$ cat config.mk
export PLATFORM = sky130hd
export DESIGN_NAME = dtof_acq_sequencer
export DESIGN_NICKNAME = d
export VERILOG_FILES = /design/src/rtl/dtof_acq_sequencer.sv
export SDC_FILE = /design/constraint.sdc
export NUM_CORES = 1
export LEC_CHECK = 0
export BUFFER_PORTS_ARGS = -buffer_cell sky130_fd_sc_hd__clkbuf_2
export CORE_AREA = 2 2 76 78
export CTS_BUF_LIST = sky130_fd_sc_hd__clkbuf_8
export CTS_CLUSTER_DIAMETER = 150
export CTS_CLUSTER_SIZE = 30
export DETAILED_ROUTE_END_ITERATION = 10
export DIE_AREA = 0 0 78 80
export PLACE_DENSITY_LB_ADDON = 0.15
export SETUP_SLACK_MARGIN = 0.2
export SKIP_LAST_GASP = 1
export SYNTH_ARGS = -nofsm -noshare
export SYNTH_HDL_FRONTEND = slang
export SYNTH_SLANG_ARGS = --single-unit
$ cat constraint.sdc
create_clock -name clk_i -period 2.45 [get_ports clk_i]
set_clock_uncertainty 0.1 [all_clocks]
set_input_delay 0.245 -clock clk_i [delete_from_list [all_inputs] [get_ports clk_i]]
set_output_delay 0.245 -clock clk_i [all_outputs]
set_load 0.02 [all_outputs]
$ cat src/rtl/dtof_acq_sequencer.sv
// Frame sequencer for the two-pass dToF histogram datapath: clear, coarse acquisition,
// coarse peak, zoom window, clear, fine acquisition, fine peak -> {peak_ch, peak_fh}.
module dtof_acq_sequencer #(
  parameter int NB      = 5,
  parameter int CYC_CH  = 64,
  parameter int CYC_FH  = 64,
  parameter int TIMEOUT = 1024
) (
  input  logic            clk_i,
  input  logic            res_ni,
  input  logic            start_i,
  input  logic            abort_i,
  input  logic            tdc_valid_i,
  input  logic            cyc_end_i,
  input  logic            peak_done_i,
  input  logic [NB-1:0]   peak_ch_i,
  input  logic [NB-1:0]   peak_fh_i,
  input  logic            alg_ready_i,
  output logic            wr_en_o,
  output logic            his_num_o,
  output logic            clr_en_o,
  output logic [NB-1:0]   clr_addr_o,
  output logic            acq_finish_o,
  output logic            busy_o,
  output logic [2*NB-1:0] depth_o,
  output logic            depth_valid_o,
  output logic            err_o
);

  localparam int CYC_MAX = (CYC_CH > CYC_FH) ? CYC_CH : CYC_FH;
  localparam int CW      = $clog2(CYC_MAX + 1);
  localparam int TW      = $clog2(TIMEOUT + 1);
  localparam logic [CW-1:0] CYC_CH_LAST = CW'(CYC_CH - 1);
  localparam logic [CW-1:0] CYC_FH_LAST = CW'(CYC_FH - 1);
  localparam logic [CW-1:0] CYC_ONE     = CW'(1);
  localparam logic [TW-1:0] TO_LAST     = TW'(TIMEOUT - 1);
  localparam logic [TW-1:0] TO_ONE      = TW'(1);
  localparam logic [NB-1:0] ADDR_LAST   = '1;
  localparam logic [NB-1:0] ADDR_ONE    = NB'(1);

  typedef enum logic [2:0] {
    IDLE, CLR_CH, ACQ_CH, WAIT_PK_CH, WAIT_ALG, CLR_FH, ACQ_FH, WAIT_PK_FH
  } state_e;

  state_e            state_q;
  logic [CW-1:0]     cyc_q;
  logic [TW-1:0]     wcnt_q;
  logic [NB-1:0]     pch_q;
  logic [NB-1:0]     clr_addr_q;
  logic [2*NB-1:0]   depth_q;
  logic              his_num_q, clr_en_q, acq_finish_q, busy_q, depth_valid_q, err_q;
  logic              in_acq, wait_hit;
  logic [CW-1:0]     cyc_last;

  assign in_acq   = (state_q == ACQ_CH) || (state_q == ACQ_FH);
  assign cyc_last = (state_q == ACQ_CH) ? CYC_CH_LAST : CYC_FH_LAST;

  // Write strobe must follow tdc_valid in the same clock, so it stays combinational.
  assign wr_en_o = tdc_valid_i & in_acq & ~abort_i;

  always_comb begin
    wait_hit = 1'b0;
    case (state_q)
      WAIT_PK_CH, WAIT_PK_FH: wait_hit = peak_done_i;
      WAIT_ALG:               wait_hit = alg_ready_i;
      default:                wait_hit = 1'b0;
    endcase
  end

  always_ff @(posedge clk_i or negedge res_ni) begin
    if (!res_ni) begin
      state_q       <= IDLE;
      cyc_q         <= '0;
      wcnt_q        <= '0;
      pch_q         <= '0;
      clr_addr_q    <= '0;
      depth_q       <= '0;
      his_num_q     <= 1'b0;
      clr_en_q      <= 1'b0;
      acq_finish_q  <= 1'b0;
      busy_q        <= 1'b0;
      depth_valid_q <= 1'b0;
      err_q         <= 1'b0;
    end else begin
      acq_finish_q  <= 1'b0;
      depth_valid_q <= 1'b0;
      if (abort_i) begin
        state_q    <= IDLE;
        clr_en_q   <= 1'b0;
        clr_addr_q <= '0;
        his_num_q  <= 1'b0;
        busy_q     <= 1'b0;
        cyc_q      <= '0;
        wcnt_q     <= '0;
      end else begin
        case (state_q)
          IDLE: if (start_i) begin
            state_q    <= CLR_CH;
            err_q      <= 1'b0;
            clr_en_q   <= 1'b1;
            clr_addr_q <= '0;
            his_num_q  <= 1'b0;
            busy_q     <= 1'b1;
          end
          CLR_CH, CLR_FH: begin
            if (clr_addr_q == ADDR_LAST) begin
              state_q    <= (state_q == CLR_CH) ? ACQ_CH : ACQ_FH;
              clr_en_q   <= 1'b0;
              clr_addr_q <= '0;
              cyc_q      <= '0;
            end else begin
              clr_addr_q <= clr_addr_q + ADDR_ONE;
            end
          end
          ACQ_CH, ACQ_FH: if (cyc_end_i) begin
            if (cyc_q == cyc_last) begin
              state_q      <= (state_q == ACQ_CH) ? WAIT_PK_CH : WAIT_PK_FH;
              acq_finish_q <= 1'b1;
              cyc_q        <= '0;
              wcnt_q       <= '0;
            end else begin
              cyc_q <= cyc_q + CYC_ONE;
            end
          end
          default: begin
            // All three WAIT states share one timeout counter, cleared on every entry.
            if (wait_hit) begin
              wcnt_q <= '0;
              case (state_q)
                WAIT_PK_CH: begin
                  pch_q   <= peak_ch_i;
                  state_q <= WAIT_ALG;
                end
                WAIT_ALG: begin
                  state_q    <= CLR_FH;
                  his_num_q  <= 1'b1;
                  clr_en_q   <= 1'b1;
                  clr_addr_q <= '0;
                end
                default: begin
                  depth_q       <= {pch_q, peak_fh_i};
                  depth_valid_q <= 1'b1;
                  state_q       <= IDLE;
                  his_num_q     <= 1'b0;
                  busy_q        <= 1'b0;
                end
              endcase
            end else if (wcnt_q == TO_LAST) begin
              err_q     <= 1'b1;
              state_q   <= IDLE;
              his_num_q <= 1'b0;
              busy_q    <= 1'b0;
              wcnt_q    <= '0;
            end else begin
              wcnt_q <= wcnt_q + TO_ONE;
            end
          end
        endcase
      end
    end
  end

  assign his_num_o     = his_num_q;
  assign clr_en_o      = clr_en_q;
  assign clr_addr_o    = clr_addr_q;
  assign acq_finish_o  = acq_finish_q;
  assign busy_o        = busy_q;
  assign depth_o       = depth_q;
  assign depth_valid_o = depth_valid_q;
  assign err_o         = err_q;

endmodule

==> qor.csv <==
metric,value,unit
cell with the largest stage delay on the worst path,or4_4,
clock tree buffer depth,2,
Critical Path Max Stage Delay,510,ps
total gr overflow,0,
CP endpoint kind,flop,
antenna-violating nets left,0,
largest net degree at the start of global routing,31,
port bufs,39,
"Seq/Total Area, Yosys",0.501,
DR WL/cell,14.1,µm
Reg2Reg Launch Point,clr_addr_o[0]$_DFFE_PN0P_,
Crit Path Category,reg -> reg,
via count,1877,
Die Span Y,80,µm
final max-slew violation count,0,
Yosys top cell area share,0.501,
DR pass1 iterations,4,
WP data arrival,2250,ps
first-pass GRT wire length,8.40,mm
YS warnings,0,
Tcrit/Tclk final,0.880,
reg2reg end,state_q[2]$_DFFE_PN0P_,
Cells after DPL,350,
Slew Limit Headroom,0.604,
sequential cell area,0.00118,mm²
Antenna Cells,0,
TritonCTS clock tree,built,
Final Hold Fails,0,
Tightest Pin Transition,594,ps
top post-synthesis cells by area,"dfrtp_1 50%, mux2_2 7.2%, o21ai_0 6.4%",
Area Overhead vs Synth,22.1,%
hold depth,2,
"FFs w/ async S/R, synth",1.00,
vias per cell,5.21,
Place WS,164,ps
DRT iter0 DRCs,73,
min-delay src,peak_fh_i[0],
CP Launch Type,flop,
status,completed,
total global-route track usage,0.175,
fin area,0.00287,mm²
Post-Route Setup TNS,0,ps
count of flip-flops with a built-in enable after synthesis,0,
clock sinks,47,
Worst-path clk slew,90,ps
number of global-route vias before repair,1778,
WHS,70.0,ps
hold path endpoint,depth_o[0]$_DFFE_PN0P_,
PnR Total Power,1.77,mW
register bit total from synthesis,47,
Die ar.,0.00624,mm²
Post-Syn Nets,255,
static leakage,1.41,nW
Num CTS Buffers,5,
path type of the worst min-delay path,in -> reg,
Ports,40,
power per cell area,617,mW/mm²
multi-input logic area,0.00114,mm²
fill cell count,505,
htree depth,2,
highest net fanout along the worst path,6,
Initial Util,0.434,
Crit path top cell by count,ha_1,
Die W,78,µm
Syn Area/Cell,10.1,µm²
# DRC,0,
RSZ-0062 raised after global routing,no,
Mapped Area,0.00235,mm²
Peak VDD IR,239,µV
Critical Path RT,2550,ps
Final HPWL DP,3.64,mm
Mapped Cells,233,
# setup viols final,0,
Cell Rows,27,
later-pin clock latency in the skew report,300,ps
final cell count without fillers,360,
root buffer cell,clkbuf_8,
placed inst area,0.00272,mm²
min Tclk post-route,2160,ps
initial antenna violation count,0,
CP Cell Sequence,ha_1 -> and3_1 -> ha_1 -> nor3_1 -> or4_4 -> mux2_4,
Synth area leader,dfrtp_1,
Post-Route Utilization,0.531,
final WL,5.07,mm
R2R cell count,6,
Netlist cell types,45,
fraction of layout cells with a size suffix above 1,0.323,
core area,0.00541,mm²
setup ws final,294,ps
R2R setup slack,290,ps
Synth Flop Type,dfrtp_1,
Fmax,0.464,GHz
GP Congestion,0.812,
Layout Nets,309,
max-cap violations,0,
==> where the power goes <==
| part | internal (mW) | switching, mW | total (mW) |
|---|---|---|---|
| combinational | 0.138 | 0.195 | 0.333 |
| sequential | 0.803 | 0.0238 | 0.827 |
| clock | 0.336 | 0.273 | 0.609 |
| total | 1.28 | 0.492 | 1.77 |
==> state kept, by name (all words and copies together), names as in the netlist <==
name / flops
depth_valid_o: 1
his_num_o: 1
clr_addr_o: 5
state_q: 3
err_o: 1
clr_en_o: 1
pch_q: 5
busy_o: 1
depth_o: 10
wcnt_q: 11
cyc_q: 7
acq_finish_o: 1
==> per-layer routing <==
layer,up-vias,track usage,wire (µm),part of all wire
met3,10,0.0407,163,0.032
li1,968,-,-,-
met2,31,0.267,2260,0.45
met1,868,0.235,2520,0.50
met5,-,0,0,0
met4,0,0.0842,125,0.025
==> synth_stat cells, types with 2 or more instances <==
| library cell | instances |
|---|---|
| a31oi_1 | 3 |
| dfrtp_1 | 47 |
| nand2_1 | 21 |
| inv_1 | 6 |
| o31ai_1 | 3 |
| nor2b_1 | 4 |
| nand2b_1 | 3 |
| nand3_1 | 7 |
| mux2_4 | 2 |
| clkbuf_1 | 8 |
| nand4_1 | 3 |
| o21a_1 | 2 |
| ha_1 | 4 |
| nor2_1 | 20 |
| mux2_2 | 15 |
| or2_2 | 3 |
| a21o_1 | 2 |
| a211o_1 | 2 |
| o21ai_0 | 30 |
| a22o_1 | 2 |
| nor3_1 | 8 |
| nor4_1 | 3 |
| a21oi_1 | 10 |
| and3_1 | 4 |
==> cell type report <==
cell class	count	share of cell area
Clock inverter	2	0.0135
Inverter	6	0.00785
Clock buffer	6	0.0288
Multi-Input combinational cell	172	0.397
Timing Repair Buffer	55	0.111
Sequential cell	47	0.410
Tap cell	72	0.0314
==> critical path: cells and delay by family (launching register included) <==
kind | cells | cell delay [ps]
adders and majority gates | 2 | 430
DFF | 1 | 440
muxes | 1 | 310
and+or+nand+nor | 3 | 780
==> timing repair <==
item,in CTS,in global routing
hold buffers,1,0
buffers inserted,0,1
resized for setup,1,1
pin swaps,0,1
endpoints found under the setup margin,2,2
endpoints found under the hold margin,17,0
==> how the worst max path moves through the flow <==
stage | from | end | slack, ps | cells past startpoint
floorplan | wcnt_q[0]$_DFFE_PN0P_ | state_q[0]$_DFFE_PN0P_ | 200 | 6
global placement | cyc_q[0]$_DFFE_PN0P_ | state_q[0]$_DFFE_PN0P_ | 240 | 6
detailed placement | cyc_q[0]$_DFFE_PN0P_ | state_q[2]$_DFFE_PN0P_ | 160 | 6
CTS | cyc_q[0]$_DFFE_PN0P_ | state_q[2]$_DFFE_PN0P_ | 220 | 6
global route | clr_addr_o[0]$_DFFE_PN0P_ | state_q[0]$_DFFE_PN0P_ | 200 | 6
finish | clr_addr_o[0]$_DFFE_PN0P_ | state_q[2]$_DFFE_PN0P_ | 290 | 6
==> kinds of logic (layout without fill, tap and decap cells) <==
logic type,after synthesis,after routing,synth area share
AO/OA/AOI/OAI,66,66,0.176
adder cells (fa/ha/maj),4,4,0.0213
buffers and inverters,14,69,0.0224
flip-flops,47,47,0.501
multiplexers,17,17,0.0847
AND/OR/NAND/NOR,85,85,0.195
==> cell usage in the layout (no fill, tap or decap), types with 4 or more instances in the layout <==
| master | count |
|---|---|
| mux2_2 | 15 |
| dfrtp_1 | 47 |
| nor2b_1 | 4 |
| clkbuf_8 | 6 |
| nor2_1 | 20 |
| nor3_1 | 8 |
| a21oi_1 | 10 |
| nand2_1 | 21 |
| and3_1 | 4 |
| o21ai_0 | 30 |
| nand3_1 | 6 |
| inv_1 | 6 |
| buf_4 | 15 |
| clkbuf_2 | 39 |
No activity file was read; power rests on OpenSTA's default activity.
